**src/rtl/div_disp_pkg.sv**
```systemverilog
// Shared types and constants for the divider result display.
// Seven-segment patterns are {g,f,e,d,c,b,a}, active-low.
package div_disp_pkg;

    typedef enum logic [1:0] {
        ST_IDLE,
        ST_LOAD,
        ST_SHIFT,
        ST_COMMIT
    } state_t;

    localparam int DIGITS = 4;

    localparam logic [6:0] SEG_0     = 7'b1000000;
    localparam logic [6:0] SEG_1     = 7'b1111001;
    localparam logic [6:0] SEG_2     = 7'b0100100;
    localparam logic [6:0] SEG_3     = 7'b0110000;
    localparam logic [6:0] SEG_4     = 7'b0011001;
    localparam logic [6:0] SEG_5     = 7'b0010010;
    localparam logic [6:0] SEG_6     = 7'b0000010;
    localparam logic [6:0] SEG_7     = 7'b1111000;
    localparam logic [6:0] SEG_8     = 7'b0000000;
    localparam logic [6:0] SEG_9     = 7'b0010000;
    localparam logic [6:0] SEG_BLANK = 7'b1111111;
    localparam logic [6:0] SEG_DASH  = 7'b0111111;

    // One double-dabble step: add 3 to nibbles >= 5, then shift b in.
    function automatic logic [7:0] dd_step(
        input logic [7:0] acc,
        input logic       b
    );
        logic [3:0] lo;
        logic [3:0] hi;
        lo = (acc[3:0] >= 4'd5) ? acc[3:0] + 4'd3 : acc[3:0];
        hi = (acc[7:4] >= 4'd5) ? acc[7:4] + 4'd3 : acc[7:4];
        return 8'({hi, lo, b});
    endfunction

endpackage

```
**src/rtl/seg7_decode.sv**
```systemverilog
// BCD digit to active-low seven-segment pattern.
// Codes above 9 and the blank request both show an unlit digit.
module seg7_decode
    import div_disp_pkg::*;
(
    input  logic [3:0] i_bcd,
    input  logic       i_blank,
    output logic [6:0] o_seg
);

    always_comb begin
        o_seg = SEG_BLANK;
        if (!i_blank) begin
            case (i_bcd)
                4'd0:    o_seg = SEG_0;
                4'd1:    o_seg = SEG_1;
                4'd2:    o_seg = SEG_2;
                4'd3:    o_seg = SEG_3;
                4'd4:    o_seg = SEG_4;
                4'd5:    o_seg = SEG_5;
                4'd6:    o_seg = SEG_6;
                4'd7:    o_seg = SEG_7;
                4'd8:    o_seg = SEG_8;
                4'd9:    o_seg = SEG_9;
                default: o_seg = SEG_BLANK;
            endcase
        end
    end

endmodule

```
**src/rtl/div_result_display.sv**
```systemverilog
// Captures divider quotient/remainder, converts to BCD serially and
// scans them onto a 4-digit multiplexed seven-segment display.
module div_result_display
    import div_disp_pkg::*;
#(
    parameter int REFRESH_DIV = 10000
) (
    input  logic              clk,
    input  logic              reset,
    input  logic [4:0]        q,
    input  logic [4:0]        r,
    input  logic              ok,
    output logic [DIGITS-1:0] an,
    output logic [6:0]        seg,
    output logic              busy,
    output logic              valid
);

    localparam int CW = $clog2(REFRESH_DIV);
    localparam logic [CW-1:0] CNT_MAX = CW'(REFRESH_DIV - 1);

    state_t      r_state;
    state_t      w_state_nx;
    logic        r_ok_d;
    logic        w_rise;
    logic [4:0]  r_bq;
    logic [4:0]  r_br;
    logic [4:0]  r_pq;
    logic [4:0]  r_pr;
    logic        r_pend;
    logic [7:0]  r_accq;
    logic [7:0]  r_accr;
    logic [7:0]  r_dq;
    logic [7:0]  r_dr;
    logic [2:0]  r_shcnt;
    logic        r_valid;
    logic [CW-1:0] r_scan;
    logic [1:0]  r_idx;
    logic [1:0]  w_idx_nx;
    logic        w_wrap;
    logic [3:0]  w_bcd;
    logic        w_blank;
    logic [6:0]  w_seg;

    assign w_rise = ok & ~r_ok_d;
    assign busy   = (r_state != ST_IDLE);
    assign valid  = r_valid;

    always_ff @(posedge clk) begin
        if (reset) r_state <= ST_IDLE;
        else       r_state <= w_state_nx;
    end

    always_comb begin
        w_state_nx = r_state;
        unique case (r_state)
            ST_IDLE:   if (w_rise) w_state_nx = ST_LOAD;
            ST_LOAD:   w_state_nx = ST_SHIFT;
            ST_SHIFT:  if (r_shcnt == 3'd1) w_state_nx = ST_COMMIT;
            ST_COMMIT: w_state_nx = (w_rise || r_pend) ? ST_LOAD : ST_IDLE;
            default:   w_state_nx = ST_IDLE;
        endcase
    end

    always_ff @(posedge clk) begin
        if (reset) begin
            r_ok_d  <= 1'b1;
            r_bq    <= '0;
            r_br    <= '0;
            r_pq    <= '0;
            r_pr    <= '0;
            r_pend  <= 1'b0;
            r_accq  <= '0;
            r_accr  <= '0;
            r_dq    <= '0;
            r_dr    <= '0;
            r_shcnt <= '0;
            r_valid <= 1'b0;
        end else begin
            r_ok_d <= ok;
            unique case (r_state)
                ST_IDLE: begin
                    if (w_rise) begin
                        r_bq <= q;
                        r_br <= r;
                    end
                end
                ST_LOAD, ST_SHIFT: begin
                    if (r_state == ST_LOAD) begin
                        r_accq  <= '0;
                        r_accr  <= '0;
                        r_shcnt <= 3'd5;
                    end else begin
                        r_accq  <= dd_step(r_accq, r_bq[4]);
                        r_accr  <= dd_step(r_accr, r_br[4]);
                        r_bq    <= {r_bq[3:0], 1'b0};
                        r_br    <= {r_br[3:0], 1'b0};
                        r_shcnt <= r_shcnt - 3'd1;
                    end
                    if (w_rise) begin
                        r_pq   <= q;
                        r_pr   <= r;
                        r_pend <= 1'b1;
                    end
                end
                ST_COMMIT: begin
                    r_dq    <= r_accq;
                    r_dr    <= r_accr;
                    r_valid <= 1'b1;
                    r_pend  <= 1'b0;
                    // A rise coinciding with commit is newer than any pending pair.
                    if (w_rise) begin
                        r_bq <= q;
                        r_br <= r;
                    end else if (r_pend) begin
                        r_bq <= r_pq;
                        r_br <= r_pr;
                    end
                end
                default: ;
            endcase
        end
    end

    assign w_wrap   = (r_scan == CNT_MAX);
    assign w_idx_nx = w_wrap ? r_idx + 2'd1 : r_idx;

    always_comb begin
        w_bcd   = 4'd0;
        w_blank = 1'b0;
        unique case (w_idx_nx)
            2'd3: begin
                w_bcd   = r_dq[7:4];
                w_blank = (r_dq[7:4] == 4'd0);
            end
            2'd2: w_bcd = r_dq[3:0];
            2'd1: begin
                w_bcd   = r_dr[7:4];
                w_blank = (r_dr[7:4] == 4'd0);
            end
            2'd0: w_bcd = r_dr[3:0];
            default: ;
        endcase
    end

    seg7_decode u_dec (
        .i_bcd   (w_bcd),
        .i_blank (w_blank),
        .o_seg   (w_seg)
    );

    always_ff @(posedge clk) begin
        if (reset) begin
            r_scan <= '0;
            r_idx  <= 2'd0;
            an     <= 4'b1110;
            seg    <= SEG_DASH;
        end else begin
            r_scan <= w_wrap ? '0 : r_scan + 1'b1;
            r_idx  <= w_idx_nx;
            if (w_wrap) an <= ~(4'b0001 << w_idx_nx);
            seg <= r_valid ? w_seg : SEG_DASH;
        end
    end

endmodule
```
**config.mk**
```make
export PLATFORM = sky130hd
export DESIGN_NAME = div_result_display
export DESIGN_NICKNAME = d
export VERILOG_FILES = /design/src/rtl/div_disp_pkg.sv /design/src/rtl/seg7_decode.sv /design/src/rtl/div_result_display.sv
export SDC_FILE = /design/constraint.sdc
export NUM_CORES = 1
export LEC_CHECK = 0
export BUFFER_PORTS_ARGS = -buffer_cell sky130_fd_sc_hd__buf_2
export CAP_MARGIN = 20
export CORE_MARGIN = 4
export CORE_UTILIZATION = 45
export CTS_CLUSTER_SIZE = 30
export DETAILED_ROUTE_END_ITERATION = 8
export PLACE_DENSITY = 0.7
export SLEW_MARGIN = 30
export SYNTH_ARGS = -nofsm -noshare
export SYNTH_HDL_FRONTEND = slang
export SYNTH_HIERARCHICAL = 1
export SYNTH_SLANG_ARGS = --single-unit
```
**constraint.sdc**
```tcl
create_clock -name clk -period 3.56 [get_ports clk]
set_clock_uncertainty 0.2 [all_clocks]
set_input_delay 0.356 -clock clk [delete_from_list [all_inputs] [get_ports clk]]
set_output_delay 0.356 -clock clk [all_outputs]
set_load 0.01 [all_outputs]
```
After elaboration in Yosys (flattened, before gate mapping)
Memory sizes are Yosys's and may differ from the RTL's.
Index checks and enable logic that the tools add are counted.
{"block": "totals", "ram_bits": 0, "latch_bits": 0, "memories": 1, "mem_bits_ro": 112, "input_bits": 13, "ff_bits": 87, "elab_cells": 90}
{"name": "(name not given)", "words": 16, "width": 7, "rd": 1, "rd_clocked_by_memory_dff": 0, "write_ports": 0, "line": "seg7_decode.sv:14", "text": "case (i_bcd)"}
{"block": "classes", "n_div": 0, "mul": 0, "n_reduce_logical": 15, "eq_ne": 13, "shifts": 1, "mux": 27, "n_addsub": 7, "order_cmp": 4, "bitwise_logic": 4}
{"cell": "two-way mux 5 bit", "n": 8}
{"cell": "case mux 5 bit (3 select lines)", "n": 2}
{"cell": "greater-or-equal comparator 4 x 3 -> 1 bit, second input constant", "n": 4}
{"cell": "two-way mux 8 bit", "n": 2}
{"cell": "case mux 4 bit (4 select lines)", "n": 1}
{"cell": "adder 14 x 1 -> 14 bit, second input constant", "n": 1}
{"cell": "equality test 14 bit, second input constant", "n": 1}
{"cell": "two-way mux 3 bit", "n": 3}
{"cell": "adder 4 x 2 -> 4 bit, second input constant", "n": 2}
{"cell": "equality test 2 bit, second input constant", "n": 4}
{"cell": "zero test 4 bit", "n": 2}
{"cell": "two-way mux 4 bit", "n": 2}
{"cell": "!= test 2 bit, second input constant", "n": 4}
{"cell": "case mux 2 bit (4 select lines)", "n": 1}
{"cell": "two-way mux 7 bit", "n": 1}
{"cell": "adder 3 x 2 -> 3 bit, second input constant", "n": 2}
{"cell": "two-way mux 2 bit", "n": 3}
{"cell": "AND reduction 2 bit", "n": 3}
{"cell": "OR reduction 2 bit", "n": 3}
{"cell": "equality test 2 x 1 -> 1 bit, second input constant", "n": 2}
{"cell": "zero test 2 bit", "n": 2}
{"cell": "NOT 4 bit", "n": 1}
{"cell": "case mux 1 bit (2 select lines)", "n": 2}
{"cell": "nonzero test 2 bit", "n": 2}
{"cell": "other kinds (11)", "n": 13}

Depth between registers and ports, before layout
Gate-level depths: netlist (run 1).
An unclocked memory read counts as a cell.
{"block": "logic_depth", "depth_word": 6, "depth_mapped": 12, "depth_no_buf": 12}

Modules after synthesis
The synthesis (run 1) kept the hierarchy.
{"mod": "div_result_display", "area_per_inst_um2": 4007.6, "cells_per_inst": 453, "n_inst": 1}
{"mod": "seg7_decode", "area_per_inst_um2": 236.5, "cells_per_inst": 33, "n_inst": 1}

Worst setup path after synthesis (run 1)
Ideal clock, no wire load.
{"block": "synth_path", "path_kind": "reg2reg", "start": "register r_scan[5]", "end": "register seg[3]", "stages_incl_launch_ff": 11, "slack_ps": 419, "path_buffers": 0, "t_arrival_ps": 2813, "setup_time_ps": 128, "cell_sequence": "dfxtp_1 or4b_4 nor4_4 mux2i_1 a2bb2oi_1 a2bb2oi_2 inv_1 ha_1 nor3b_2 a21oi_1 nand2b_1"}
{"block": "synth_via", "elab_chain_len": 5}
{"item": "start: declaration", "line": "div_result_display.sv:37", "text": "logic [CW-1:0] r_scan;"}
{"item": "start signal: assignment", "line": "div_result_display.sv:159", "text": "r_scan <= w_wrap ? '0 : r_scan + 1'b1;"}
{"item": "equality test 14 bit *", "line": "div_result_display.sv:125", "text": "assign w_wrap = (r_scan == CNT_MAX);"}
{"item": "two-way mux 2 bit *", "line": "div_result_display.sv:126", "text": "assign w_idx_nx = w_wrap ? r_idx + 2'd1 : r_idx;"}
{"item": "equality test 2 x 1 -> 1 bit (tied with other cells)", "line": "div_result_display.sv:131", "text": "unique case (w_idx_nx)"}
{"item": "case mux 4 bit (4 select lines) *", "line": "div_result_display.sv:131"}
{"item": "via w_bcd[1]", "line": "div_result_display.sv:41", "text": "logic [3:0] w_bcd;"}
{"item": "memory (16 x 7 bit) *"}
{"item": "end signal: assignment", "line": "div_result_display.sv:162", "text": "seg <= r_valid ? w_seg : SEG_DASH;"}
{"item": "end: declaration", "line": "div_result_display.sv:14", "text": "output logic [6:0] seg,"}
The timed path passes the listed nets; every way through them passes the cells marked *.
A chain may end at the register's enable or synchronous reset.

Final worst setup path (run 1)
{"block": "layout_path", "start": "register r_scan[5]", "end": "register seg[0]"}
The elaborated chain is that of the path after synthesis.

==> impl_metrics.yaml, run 1 <==
final_layout:
  layout_common_cells: "87 x dfxtp_1, 84 x nor2_1, 33 x a21oi_1, 31 x nand2_1, 26 x mux2i_1"
  nets: 538
  multiInputGateArea_sq_um: 2320
  layout.cells.non_filler: 620
  diodes: 0
  drive_above_1_share_pct: 13.2
  area_growth_pct: 10.6
  final_common_cell: "dfxtp_1"
  fillers: 859
  regArea_sq_um: 1740
yosys:
  yosysWarnings: 6
  synth_area_sq_um: 4240
  syn_area_per_cell_sq_um: 8.73
  async_reset_ff_share_pct: 0
  synth_cell_types: 48
  syn_nets: 520
  ys_ff_latch: 87
  synthFlopType: "dfxtp_1"
  synth-edff-count: 0
  synthCells: 486
  synth_seq_area_share_pct: 41.0
power_and_ir_drop:
  max-vdd-ir-drop_mv: 0.346
  power.internal_mw: 1.77
  sw_frac_of_total_pct: 33.1
  leakagePower_nw: 1.74
  p_clk_share_pct: 29.5
  combPwrFrac_pct: 28.2
  power_frac_seq_pct: 42.2
  power_density_nw_per_um2: 564
  p_switching_mw: 0.877
routing:
  ant_nets: 0
  routedWlPerCell_microns: 14.2
  drc: 0
  dr.first_iter.drc_count: 158
  first_pass_iters: 4
  wl_microns: 8800
  vias: 3363
  detail_route.vias_per_cell: 5.42
timing:
  worstMarginPinSlew_ns: 0.656
  grt_setup_unrepaired: "false"
  hold_violations: 0
  fin_crit_ns: 3.25
  period_share_pct: 91.4
  max_slew_margin_pct: 56.3
  setup_viol: 0
  drv_slew: 0
  fmax_ghz: 0.307
  fin_tns_setup_ns: 0
  whs_ns: 0.0159
setup_path:
  crit_start: "r_scan[5]$_SDFF_PP0_"
  cp_max_fo: 6
  cp.required_ns: 3.59
  crit_path_start_kind: "flip-flop"
  arrival_ns: 3.29
  critPathCaptureType: "flip-flop"
  r2r-start: "r_scan[5]$_SDFF_PP0_"
  path_class: "reg -> reg"
grt:
  grt.overflow.total: 0
  grt_max_degree: 66
  grt_first_pass_wirelength_microns: 14900
  grt_usage_pct: 16.1
  grt_pass1_vias: 3174
  antenna_found_initial: 0
clocking:
  clockBufferDepth: 2
  clock_sinks: 87
  ctsHoldBuffers: 0
  cts_root_buf: "clkbuf_8"
  clkLatencyLatePin_ns: 0.35
  cts_buffers: 9
  cts_resized: 0
  cts_tree: "yes"
  htreeDepth: 3
  postCtsSetupBuffers: 0
  clk_pin_slew_ns: 0.09
place:
  numPortBuffers: 25
  gp_congestion: 0.850
  dp.cells: 604
  dp_hpwl_microns: 5910
die:
  pin_count: 26
  die_w_microns: 105
  design.die.area_sq_um: 11000
  start_util_pct: 46.1
  core.rowCount: 35
  die_y_microns: 105
  coreArea_sq_um: 9200
hold_path:
  worst_hold_startpoint: "ok"
  hp-class: "in -> reg"
status:
  outcome: "finished, final reports clean"
flow_run:
  cap_viol_max_count: 0
## cells in the mapped netlist (all sizes together), types with 3 or more instances
cell      n  area (sq um)
a211oi   12          90.1
a21oi    33           165
a22o      3          26.3
a2bb2oi  13           139
a32oi    11          96.3
buf       4          25.0
clkbuf   23          90.1
dfxtp    87          1740
ha       21           263
inv      19          71.3
mux2i    26           260
nand2    31           116
nand2b   20           140
nand3    15          75.1
nor2     84           315
nor2b    10          62.6
nor3      7          40.0
nor4      3          33.8
o21ai     9          45.0
o22ai     4          25.0
o31ai     4          30.0
or2       4          25.0
xnor2    10          95.1
xor2     11          96.3
## metal layers
metal | global-route usage (%) | routed length (microns) | up-vias
met4 | 6.19 | 148 | 0
li1 | - | - | 1710
met2 | 26.9 | 4210 | 66
met1 | 20.6 | 4160 | 1577
met3 | 3.21 | 286 | 10
met5 | 0 | 0 | -
## sequential cells by signal, indices dropped and copies added, names as in the netlist, 7 cells and up
signal,flops
seg,7
r_scan,14
r_dr,8
r_accq,8
r_dq,8
r_accr,8
## area by class of cell
class,instances,area share [%]
Inverter,19,1.52
Multi-Input combinational cell,353,49.4
Tap cell,111,2.96
Clock buffer,11,3.23
Timing Repair Buffer,34,4.11
Clock inverter,5,1.71
Sequential cell,87,37.1
## path summary, 6_finish.rpt
check	endpoint	slack, ns	cells after the start
hold / removal	r_ok_d$_SDFF_PP1_	0.02	2
setup reg to reg	seg[0]$_SDFF_PP1_	0.31	10
hold reg to reg	r_pq[3]$_SDFFE_PP0P_	0.26	2
setup / recovery	seg[0]$_SDFF_PP1_	0.31	10
## logic make-up (layout without fill, tap and decap cells)
logic type | after synthesis | in the layout | synth area share, %
multiplexers | 26 | 26 | 6.13
buffers and inverters | 46 | 69 | 4.39
AND/OR/NAND/NOR | 185 | 185 | 21.1
XOR/XNOR | 21 | 21 | 4.51
flip-flops | 87 | 87 | 41.0
AO/OA/AOI/OAI | 100 | 100 | 16.7
adder cells (fa/ha/maj) | 21 | 21 | 6.19
## power by group through the flow
stage | sequential (mW) | clock, mW | combinational (mW)
detailed placement | 1.14 | 0 | 0.736
finish | 1.12 | 0.782 | 0.747
floorplan | 1.13 | 0 | 0.559
CTS | 1.12 | 0.794 | 0.751
global placement | 1.14 | 0 | 0.729
global route | 1.13 | 0.829 | 0.834
## critical path, stage by stage, from the launching register on
cell and delay [ns]:
dfxtp_1 0.36, or4b_4 0.57, nor4_4 0.40, mux2i_1 0.39, a2bb2oi_1 0.13, a2bb2oi_2 0.30, inv_1 0.14, ha_1 0.19
o21ai_0 0.22, a21oi_1 0.10, nand2b_1 0.14
## stage by stage
| step | setup slack, ns | util, % | power, mW | cell area, sq um |
|---|---|---|---|---|
| floorplan | 0.419 | - | 1.69 | 4240 |
| global placement | 0.445 | 48.5 | 1.86 | 4460 |
| detailed placement | 0.293 | 48.5 | 1.88 | 4460 |
| CTS | 0.298 | 51.0 | 2.66 | 4690 |
| global route | 0.0869 | 51.0 | 2.79 | 4690 |
| finish | 0.306 | 51.0 | 2.65 | 4690 |
(Power assumes the default switching activity.)
==> inputs of run 2 (changes only) <==
CORE_UTILIZATION = 50   (was 45)
PLACE_DENSITY = 0.76   (was 0.7)
clock period = 3.9 ns   (was 3.56 ns; I/O delays follow)
==> run 2 against run 1 <==
  * Critical path depth stayed put
  * Total power is 10% lower
  * Routed wire length is 5.8% lower
  * Die area is 9.3% lower
  * Largest cell class unchanged
  * Utilization is 5.7 points higher
  * Worst hold slack better by 0.027 ns
  * Highest routed layer unchanged
  * Combinational power is 13% lower
  * Cell area is 0.69% lower
  * Sequential share of layout area is 0.26 points higher
==> impl_metrics.yaml, run 2 (synthesis results as in run 1) <==
timing:
  fin_ws_ns: 0.625
  drv_slew: 0
  setup_viol: 0
  whs_ns: 0.0428
  grt_setup_unrepaired: "false"
  max_slew_margin_pct: 55.4
  fin_crit_ns: 3.28
  period_share_pct: 84.0
  fin_tns_setup_ns: 0
  worstMarginPinSlew_ns: 0.669
  fmax_ghz: 0.305
  hold_violations: 0
power_and_ir_drop:
  leakagePower_nw: 1.72
  power_mw: 2.38
  combPwrFrac_pct: 27.3
  sw_frac_of_total_pct: 34.0
  power_density_nw_per_um2: 511
  max-vdd-ir-drop_mv: 0.244
  p_clk_share_pct: 29.8
  power.internal_mw: 1.57
  p_switching_mw: 0.810
  power_frac_seq_pct: 42.9
routing:
  routedWlPerCell_microns: 13.6
  ant_nets: 0
  wl_microns: 8290
  vias: 3382
  detail_route.vias_per_cell: 5.54
  first_pass_iters: 4
  dr.first_iter.drc_count: 145
  drc: 0
grt:
  grt_max_degree: 67
  busiest_layer: "met2"
  grt.overflow.total: 0
  met2_usage_pct: 29.4
  antenna_found_initial: 0
  grt_usage_pct: 17.1
  grt_first_pass_wirelength_microns: 14200
  grt_pass1_vias: 3216
  use_met3_pct: 2.71
  use_met1_pct: 21.1
die:
  start_util_pct: 51.7
  die_y_microns: 100
  die_w_microns: 100
  core.rowCount: 33
  coreArea_sq_um: 8220
  design.die.area_sq_um: 10000
  pin_count: 26
clocking:
  cts_resized: 0
  cts_tree: "yes"
  clk_pin_slew_ns: 0.09
  clockBufferDepth: 2
  cts_buffers: 9
  clock_sinks: 87
  ctsHoldBuffers: 0
  htreeDepth: 3
  clkLatencyLatePin_ns: 0.37
  postCtsSetupBuffers: 0
  cts_root_buf: "clkbuf_8"
setup_path:
  regToRegEndpoint: "seg[3]$_SDFF_PP1_"
  crit_path_start_kind: "flip-flop"
  rrSetupSlack_ns: 0.62
  critPathCaptureType: "flip-flop"
  arrival_ns: 3.32
  cp_slowest_cell: "or4b_4"
  r2r-start: "r_scan[5]$_SDFF_PP0_"
  path_class: "reg -> reg"
  cp.required_ns: 3.94
  path_cells: "or4b_4 > nor4_4 > mux2i_1 > a2bb2oi_1 > a2bb2oi_2 > inv_1 > ha_1 > nor3b_2 > a21oi_1 > nand2b_1"
  r2r.worst_path.cells: 10
  slowest_delay_ns: 0.58
  cp_max_fo: 6
place:
  pre_cts_ws_ns: 0.624
  dp_hpwl_microns: 5730
  numPortBuffers: 25
  gp_congestion: 0.834
final_layout:
  area_growth_pct: 9.79
  drive_above_1_share_pct: 12.8
  top_register: "r_scan"
  nets: 535
  largest_reg_flops: 14
  layout_common_cells: "87 x dfxtp_1, 84 x nor2_1, 33 x a21oi_1, 31 x nand2_1, 26 x mux2i_1"
  diodes: 0
  fillers: 716
  final_common_cell: "dfxtp_1"
hold_path:
  worst_hold_startpoint: "ok"
  holdPathStages: 2
  min_to: "r_ok_d$_SDFF_PP1_"
  hp-class: "in -> reg"
flow_run:
  cap_viol_max_count: 0
status:
  outcome: "finished, final reports clean"
## run 2: worst max-delay path by stage
stage                         to                  from  cells past startpoint  slack (ns)
4_1_cts        seg[3]$_SDFF_PP1_  r_scan[5]$_SDFF_PP0_                     10        0.62
5_1_grt        seg[3]$_SDFF_PP1_  r_scan[5]$_SDFF_PP0_                     10        0.39
2_1_floorplan  seg[3]$_SDFF_PP1_  r_scan[5]$_SDFF_PP0_                     10        0.76
3_3_place_gp   seg[3]$_SDFF_PP1_  r_scan[5]$_SDFF_PP0_                     10        0.79
6_report       seg[3]$_SDFF_PP1_  r_scan[5]$_SDFF_PP0_                     10        0.62
3_5_place_dp   seg[3]$_SDFF_PP1_  r_scan[5]$_SDFF_PP0_                     10        0.62
## run 2: stage by stage
stage          instance area [sq um]  util (%)  std cells
3_3_place_gp                    4430      53.9        595
5_1_grt                         4660      56.7        611
2_1_floorplan                   4240         -        486
4_1_cts                         4660      56.7        611
3_5_place_dp                    4430      53.9        595
6_report                        4660      56.7        611
## run 2: layout make-up
cell class              count  area (sq um)  share of cell area, %
inverters                  19          71.3                   1.53
clock buffers               9           124                   2.66
well taps                 105           131                   2.82
repair buffers             31           170                   3.65
multi-input cells         353          2320                   49.8
flip-flops and latches     87          1740                   37.4
clock inverters             7           103                   2.20
## run 2: routing by layer
layer | share of wire (%) | vias to the layer above
li1 | - | 1711
met1 | 46 | 1590
met2 | 48 | 68
met3 | 4.2 | 13
met4 | 1.5 | 0
met5 | 0 | -
## run 2: power by group through the flow
stage          clock (mW)  combinational, mW  sequential [mW]
6_report            0.709              0.650             1.02
5_1_grt             0.756              0.732             1.03
4_1_cts             0.727              0.650             1.02
3_5_place_dp            0              0.645             1.04
3_3_place_gp            0              0.629             1.04
2_1_floorplan           0              0.511             1.03
## run 2: critical path, delay by kind of cell (launching register included)
kind / cells / cell delay (ns)
AND/OR/NAND/NOR: 4 / 1.28
adder cells (fa/ha/maj): 1 / 0.32
buffers and inverters: 1 / 0.14
AO/OA/AOI/OAI: 3 / 0.47
flip-flops: 1 / 0.37
multiplexers: 1 / 0.37
